--- src/rtl/median_n_if.sv ---
// Sample-in / median-out handshake bundle for median_n.
interface median_n_if #(
    parameter int WIDTH = 8
);
    logic [WIDTH-1:0] DI;
    logic             DSI;
    logic [WIDTH-1:0] DO;
    logic             DSO;
    logic             BUSY;

    modport master (output DI, output DSI, input DO, input DSO, input BUSY);
    modport slave  (input DI, input DSI, output DO, output DSO, output BUSY);
endinterface

--- src/rtl/median_n.sv ---
// Streaming median of the last N samples: sample chain, max-extraction sorter, IDLE/LOAD/PASS FSM.
// Define MEDIAN_N_ERR_EN to add the ERR pulse output (dropped sample or short load).
module median_n #(
    parameter int WIDTH = 8,
    parameter int N     = 9
) (
    input  logic      CLK,
    input  logic      RST,
`ifdef MEDIAN_N_ERR_EN
    output logic      ERR,
`endif
    median_n_if.slave bus
);
    if ((N < 3) || (N % 2 == 0) || (WIDTH < 1)) begin : g_bad_param
        $error("median_n: N must be odd and >= 3, WIDTH >= 1");
    end

    localparam int P  = (N + 1) / 2;
    localparam int CW = $clog2(N + 1);
    localparam logic [CW-1:0] N_C = CW'(N);
    localparam logic [CW-1:0] P_C = CW'(P);

    typedef enum logic [1:0] {S_IDLE, S_LOAD, S_PASS} state_e;

    state_e           state_q, state_d;
    logic [WIDTH-1:0] chain_q [N];
    logic [WIDTH-1:0] chain_d [N];
    logic [WIDTH-1:0] work_q  [N];
    logic [WIDTH-1:0] work_d  [N];
    logic [WIDTH-1:0] max_q, max_d, do_q, do_d, cur;
    logic [CW-1:0]    max_idx_q, max_idx_d, cyc_q, cyc_d;
    logic [CW-1:0]    pass_q, pass_d, act_q, act_d, pass_len;
    logic             dso_q, dso_d;
    logic             accept, load_exit, final_pass, pass_last, take, done;

    // NOTE: sequential state uses non-blocking assignments so every flop samples pre-edge values.
    always_ff @(posedge CLK) begin
        if (RST) state_q <= S_IDLE;
        else     state_q <= state_d;
    end

    always_comb begin
        state_d = state_q;
        unique case (state_q)
            S_IDLE:  if (bus.DSI)  state_d = S_LOAD;
            S_LOAD:  if (!bus.DSI) state_d = S_PASS;
            S_PASS:  if (done)     state_d = S_IDLE;
            default:               state_d = S_IDLE;
        endcase
    end

    always_comb begin
        bus.BUSY = (state_q == S_PASS);
        bus.DO   = do_q;
        bus.DSO  = dso_q;
    end

    always_comb begin
        // NOTE: every combinational output is defaulted first so no latch can be inferred.
        chain_d   = chain_q;
        work_d    = work_q;
        max_d     = max_q;
        max_idx_d = max_idx_q;
        cyc_d     = cyc_q;
        pass_d    = pass_q;
        act_d     = act_q;
        do_d      = do_q;
        dso_d     = 1'b0;

        accept     = (state_q != S_PASS) && bus.DSI;
        load_exit  = (state_q == S_LOAD) && !bus.DSI;
        final_pass = (pass_q == P_C);
        pass_len   = final_pass ? P_C : N_C;
        pass_last  = (cyc_q == pass_len - 1'b1);
        cur        = work_q[cyc_q];
        // Slots at or beyond act_q hold already-extracted maxima and are bypassed.
        take       = (cyc_q < act_q) && ((cyc_q == '0) || (cur >= max_q));
        done       = (state_q == S_PASS) && pass_last && final_pass;

        if (accept) begin
            chain_d[0] = bus.DI;
            for (int i = 1; i < N; i++) chain_d[i] = chain_q[i-1];
        end

        if (load_exit) begin
            work_d = chain_q;
            act_d  = N_C;
            pass_d = CW'(1);
            cyc_d  = '0;
        end

        if (state_q == S_PASS) begin
            if (take) begin
                max_d     = cur;
                max_idx_d = cyc_q;
            end
            if (pass_last) begin
                cyc_d = '0;
                if (final_pass) begin
                    do_d  = max_d;
                    dso_d = 1'b1;
                end else begin
                    // Drop this pass's max by moving the last live slot over it.
                    work_d[max_idx_d] = work_q[act_q - 1'b1];
                    act_d             = act_q - 1'b1;
                    pass_d            = pass_q + 1'b1;
                end
            end else begin
                cyc_d = cyc_q + 1'b1;
            end
        end
    end

    always_ff @(posedge CLK) begin
        if (RST) begin
            for (int i = 0; i < N; i++) chain_q[i] <= '0;
            max_q     <= '0;
            max_idx_q <= '0;
            cyc_q     <= '0;
            pass_q    <= '0;
            act_q     <= '0;
            do_q      <= '0;
            dso_q     <= 1'b0;
        end else begin
            chain_q   <= chain_d;
            max_q     <= max_d;
            max_idx_q <= max_idx_d;
            cyc_q     <= cyc_d;
            pass_q    <= pass_d;
            act_q     <= act_d;
            do_q      <= do_d;
            dso_q     <= dso_d;
        end
    end

    // NOTE: the work array is scratch reloaded on every PASS entry, so it carries no reset.
    always_ff @(posedge CLK) begin
        work_q <= work_d;
    end

`ifdef MEDIAN_N_ERR_EN
    logic          err_q, err_d;
    logic [CW-1:0] ld_cnt_q, ld_cnt_d;

    always_comb begin
        ld_cnt_d = ld_cnt_q;
        if (accept) begin
            if (state_q == S_IDLE)   ld_cnt_d = CW'(1);
            else if (ld_cnt_q != N_C) ld_cnt_d = ld_cnt_q + 1'b1;
        end
        err_d = ((state_q == S_PASS) && bus.DSI) || (load_exit && (ld_cnt_q < N_C));
    end

    always_ff @(posedge CLK) begin
        if (RST) begin
            err_q    <= 1'b0;
            ld_cnt_q <= '0;
        end else begin
            err_q    <= err_d;
            ld_cnt_q <= ld_cnt_d;
        end
    end

    assign ERR = err_q;
`endif
endmodule

--- src/flat_wrapper.sv ---
// flat-port wrapper written by rule: the top's interface ports become plain ports
module median_n_flat 
#(
    parameter int WIDTH = 8,
    parameter int N     = 9
)
  (CLK, RST, bus_DI, bus_DSI, bus_DO, bus_DSO, bus_BUSY);
  median_n_if #(.WIDTH(WIDTH)) bus_i ();
  input  logic CLK;
  input  logic RST;
  input wire logic [$bits(bus_i.DI)-1:0] bus_DI;
  input wire logic [$bits(bus_i.DSI)-1:0] bus_DSI;
  output wire logic [$bits(bus_i.DO)-1:0] bus_DO;
  output wire logic [$bits(bus_i.DSO)-1:0] bus_DSO;
  output wire logic [$bits(bus_i.BUSY)-1:0] bus_BUSY;
  assign bus_i.DI = bus_DI;
  assign bus_i.DSI = bus_DSI;
  assign bus_DO = bus_i.DO;
  assign bus_DSO = bus_i.DSO;
  assign bus_BUSY = bus_i.BUSY;
  median_n #(.WIDTH(WIDTH), .N(N)) u_core (.CLK(CLK), .RST(RST), .bus(bus_i));
endmodule
--- config.mk ---
export PLATFORM = sky130hd
export DESIGN_NAME = median_n_flat
export DESIGN_NICKNAME = d
export VERILOG_FILES = /design/src/rtl/median_n_if.sv /design/src/rtl/median_n.sv /design/src/flat_wrapper.sv
export SDC_FILE = /design/constraint.sdc
export NUM_CORES = 1
export LEC_CHECK = 0
export BUFFER_PORTS_ARGS = -buffer_cell sky130_fd_sc_hd__buf_4
export CORE_MARGIN = 2
export CORE_UTILIZATION = 55
export DETAILED_ROUTE_END_ITERATION = 16
export PLACE_DENSITY = 0.78
export SYNTH_ARGS = -nofsm -noshare
export SYNTH_HDL_FRONTEND = slang
export SYNTH_SLANG_ARGS = --single-unit
--- constraint.sdc ---
create_clock -name CLK -period 4.3 [get_ports CLK]
set_clock_uncertainty 0.15 [all_clocks]
set_input_delay 0.215 -clock CLK [delete_from_list [all_inputs] [get_ports CLK]]
set_output_delay 0.215 -clock CLK [all_outputs]
set_load 0.01 [all_outputs]
==> impl_metrics.csv <==
group,metric,value,unit
route,drt_iter0_drc,712,
layout,diodes,0,
clock_tree,insertion_delay,0.44,ns
setup_path,reg2reg_depth,11,
layout,fin_nets,930,
power,total_power,0.00346,W
global_routing,grt_pass1_vias,6588,
global_routing,busiest_layer,"met2",
synth,syn_area,0.00859,sq mm
placed_design,dp_slack,0.145,ns
layout,instances_no_fill,1127,
route,via_per_inst,5.95,
route,wl_per_cell,18.7,um
clock_tree,numCtsBuffers,17,
clock_tree,cts_num_sinks,179,
clock_tree,clk_pin_slew_worst_paths,0.07,ns
floorplanning,core,0.0153,sq mm
clock_tree,cts_buffer_depth,2,
global_routing,grt_pass1_wl,34.5,mm
synth,synth_top_family_by_area,"multiplexers",
power,power.leakage,3.76,nW
timing,final-max-slew-violation-count,0,
synth,yosys.area_share.simple,0.152,
timing,timing.setup.tns,0,ns
layout,postLayoutCoreUtil,0.630,
setup_path,worstSetupPathDepth,11,
placed_design,dp_cells,1086,
global_routing,use_met1,0.349,
global_routing,antenna_found_initial,0,
floorplanning,pin_count,21,
setup_path,crit_type,"flip-flop to flip-flop",
setup_path,crit_slowest_cell,"or4b_1",
setup_path,crit_required,4.43,ns
setup_path,critPathBufInv,0,
floorplanning,start_util,0.563,
route,vias,6709,
setup_path,endpoint,"u_core.work_q[43]",
setup_path,crit_start,"u_core.cyc_q[3]",
synth,synth_cells,887,
synth,synth_cell_types,52,
timing,rsz0062_at_grt,"false",
global_routing,gr-usage-all-layers,0.266,
floorplanning,die_area,0.0166,sq mm
layout,drive_above_1_share,0.146,
timing,tightest_slew,0.877,ns
layout,fillers,1227,
clock_tree,cts_root_buffer,"clkbuf_16",
placed_design,io_buffers,20,
setup_path,crit_family,"simple AND/OR/NAND/NOR gates",
global_routing,grt_max_degree,73,
setup_path,critical_path.cell_chain,"nand2b_1 -> nor3_4 -> nand2_1 -> o21ai_0 -> ha_1 -> a211o_1 -> a31oi_2 -> o211a_4 -> nor2_4 -> or4b_1 -> mux2i_1",
synth,synth-compound-area-share,0.0910,
synth,async_reset_ff_frac,0,
route,drtPass1Iterations,5,
power,p_per_area,360,mW/mm^2
synth,ys.flop_type,"dfxtp_1",
floorplanning,dieHeight,129,um
setup_path,crit_path_start_kind,"flip-flop",
floorplanning,fp-row-count,45,
run_status,status,"completed",
layout,areaGrowthSynthToFinish,11.9,%
timing,min_period,4.06,ns
setup_path,r2r-start,"u_core.cyc_q[3]",
synth,synth_fa_ha_area_frac,0.0233,
timing,setup_viol_count_final,0,
worst_hold_path,hp-class,"primary input to flip-flop",
synth,ys_seq_area_frac,0.417,
placed_design,gp_congestion,0.937,
power,ir_drop,0.311,mV
timing,worst_slack,0.243,ns
timing,relSlewSlack,0.415,
synth,synth-xor-area-share,0.00204,
clock_tree,htreeDepth,4,
job,max-cap-violations,0,
synth,synth_seq_cells,179,
synth,ys_warn_count,0,
global_routing,grt_overflow,0,
setup_path,rrSetupSlack,0.24,ns
setup_path,endpoint_kind,"flip-flop",
synth,synth_edf_count,0,
timing,timing.final.crit_share,0.944,
route,postRouteAntennaNets,0,
route,drt_wl_total,21.1,mm
setup_path,worst_path_largest_cell_delay,0.80,ns
clock_tree,cts_tree,"done",
timing,hold_viol,0,
timing,max_freq,246,MHz
floorplanning,die_w,129,um
synth,syn_avg_cell_area,9.69,sq um
global_routing,met2_usage,0.430,
setup_path,path_max_fanout,16,
synth,synthMuxAreaShare,0.269,
setup_path,crit_arrival,4.19,ns
setup_path,worstReg2RegEnd,"u_core.work_q[43]",
route,drc,0,
global_routing,grt_use_met3,0.0595,
synth,synthesis.nets,914,
placed_design,dp_hpwl,13.9,mm
worst reg2reg max path: cells and delay by family (launching register included):
family	cells	cell delay, ns
flops	1	0.71
fa+ha+maj	1	0.35
mux	1	0.21
compound gates	4	0.85
simple gates	5	1.65
cell usage in the layout, fill, tap and decap left out, types with 5 or more instances in the layout:
master / count
clkinvlp_4: 6
a41oi_1: 9
buf_4: 48
nor3b_1: 12
a211oi_1: 5
o21ai_0: 15
inv_6: 5
o22ai_1: 7
nor2_1: 29
nor3_1: 17
nand3_1: 5
dlygate4sd3_1: 9
nand2b_1: 10
nand2_1: 168
mux4_2: 32
nand4_1: 7
mux2i_1: 156
inv_1: 30
dfxtp_1: 179
clkbuf_16: 17
ha_1: 16
a21oi_1: 87
Yosys cell counts, types with 2 or more instances:
cell type	instances	area [sq um]
a211oi_1	5	37.5
xnor2_1	2	17.5
nor4_4	3	63.8
a21oi_1	87	435
o21ai_0	15	75.1
nor2_1	29	109
a31oi_1	3	18.8
buf_2	8	40.0
nor2b_1	2	12.5
o22ai_1	7	43.8
a211o_1	2	17.5
nor3b_1	12	90.1
dfxtp_1	179	3580
clkbuf_1	40	150
mux4_2	32	721
mux2i_1	156	1560
buf_6	3	33.8
a311oi_1	2	17.5
a41oi_1	9	78.8
nand2_1	169	634
buf_4	4	30.0
nand4_1	7	43.8
buf_1	6	22.5
inv_1	30	113
nor3_1	17	85.1
nor3_2	2	20.0
and4_1	2	17.5
ha_1	16	200
or4b_4	2	27.5
nand2b_1	10	62.6
nand3_1	5	25.0
logic make-up (layout without fill, tap and decap cells):
logic type	Yosys count	after routing
flip-flops	179	179
adder cells (fa/ha/maj)	16	16
buffers and inverters	92	121
XOR/XNOR	2	2
AND/OR/NAND/NOR	273	273
AO/OA/AOI/OAI	135	135
multiplexers	190	190
state kept, by name, summed over array words and instances, names as in the netlist:
register          count
u_core.state_q        2
u_core.max_idx_q      4
u_core.cyc_q          4
u_core.max_q          8
u_core.work_q        72
u_core.act_q          4
u_core.bus.DO         8
u_core.bus.DSO        1
u_core.pass_q         4
u_core.chain_q       72
power breakdown:
part	internal [W]	leakage (nW)	switching (W)	total, W
Clock	0.000760	0.249	0.000683	0.00144
Sequential	0.00169	1.45	0.0000340	0.00173
Combinational	0.000116	2.06	0.000174	0.000291
Total	0.00257	3.76	0.000891	0.00346
through the flow:
step / hold WS [ns] / area [sq um]
after floorplan: 0.201 / 8590
after global placement: 0.298 / 8970
after detailed placement: 0.301 / 8970
after CTS: 0.0950 / 9610
after global routing: 0.123 / 9610
final: 0.106 / 9610
metal layers:
layer | vias up | share of wire
met4 | 0 | 0.024
met2 | 274 | 0.47
met1 | 3218 | 0.44
li1 | 3178 | -
met5 | - | 0
met3 | 39 | 0.071
timing repair:
| item | in CTS | in global routing |
|---|---|---|
| hold buffers | 9 | 0 |
| endpoints found under the hold margin | 9 | 0 |
| gates resized for setup | 0 | 1 |
| endpoints found under the setup margin | 0 | 17 |
| setup buffers | 0 | 0 |
worst min-delay path by stage:
stage / start / end / slack, ns / cells past startpoint
global route: RST / u_core.pass_q[2] / 0.12 / 2
floorplan: bus_DI[0] / u_core.chain_q[64] / 0.20 / 2
global placement: u_core.chain_q[6] / u_core.chain_q[6] / 0.30 / 2
CTS: RST / u_core.act_q[2] / 0.09 / 2
detailed placement: u_core.chain_q[6] / u_core.chain_q[6] / 0.30 / 2
finish: RST / u_core.state_q[1] / 0.11 / 2
area by class of cell:
cell class | instances | area, sq um | area share
Clock buffer | 19 | 443 | 0.0461
Clock inverter | 13 | 98.8 | 0.0103
Inverter | 31 | 116 | 0.0121
Multi-Input combinational cell | 616 | 4640 | 0.482
Sequential cell | 179 | 3580 | 0.373
Tap cell | 211 | 264 | 0.0275
Timing Repair Buffer | 58 | 470 | 0.0489
No activity file was read; power rests on OpenSTA's default activity.
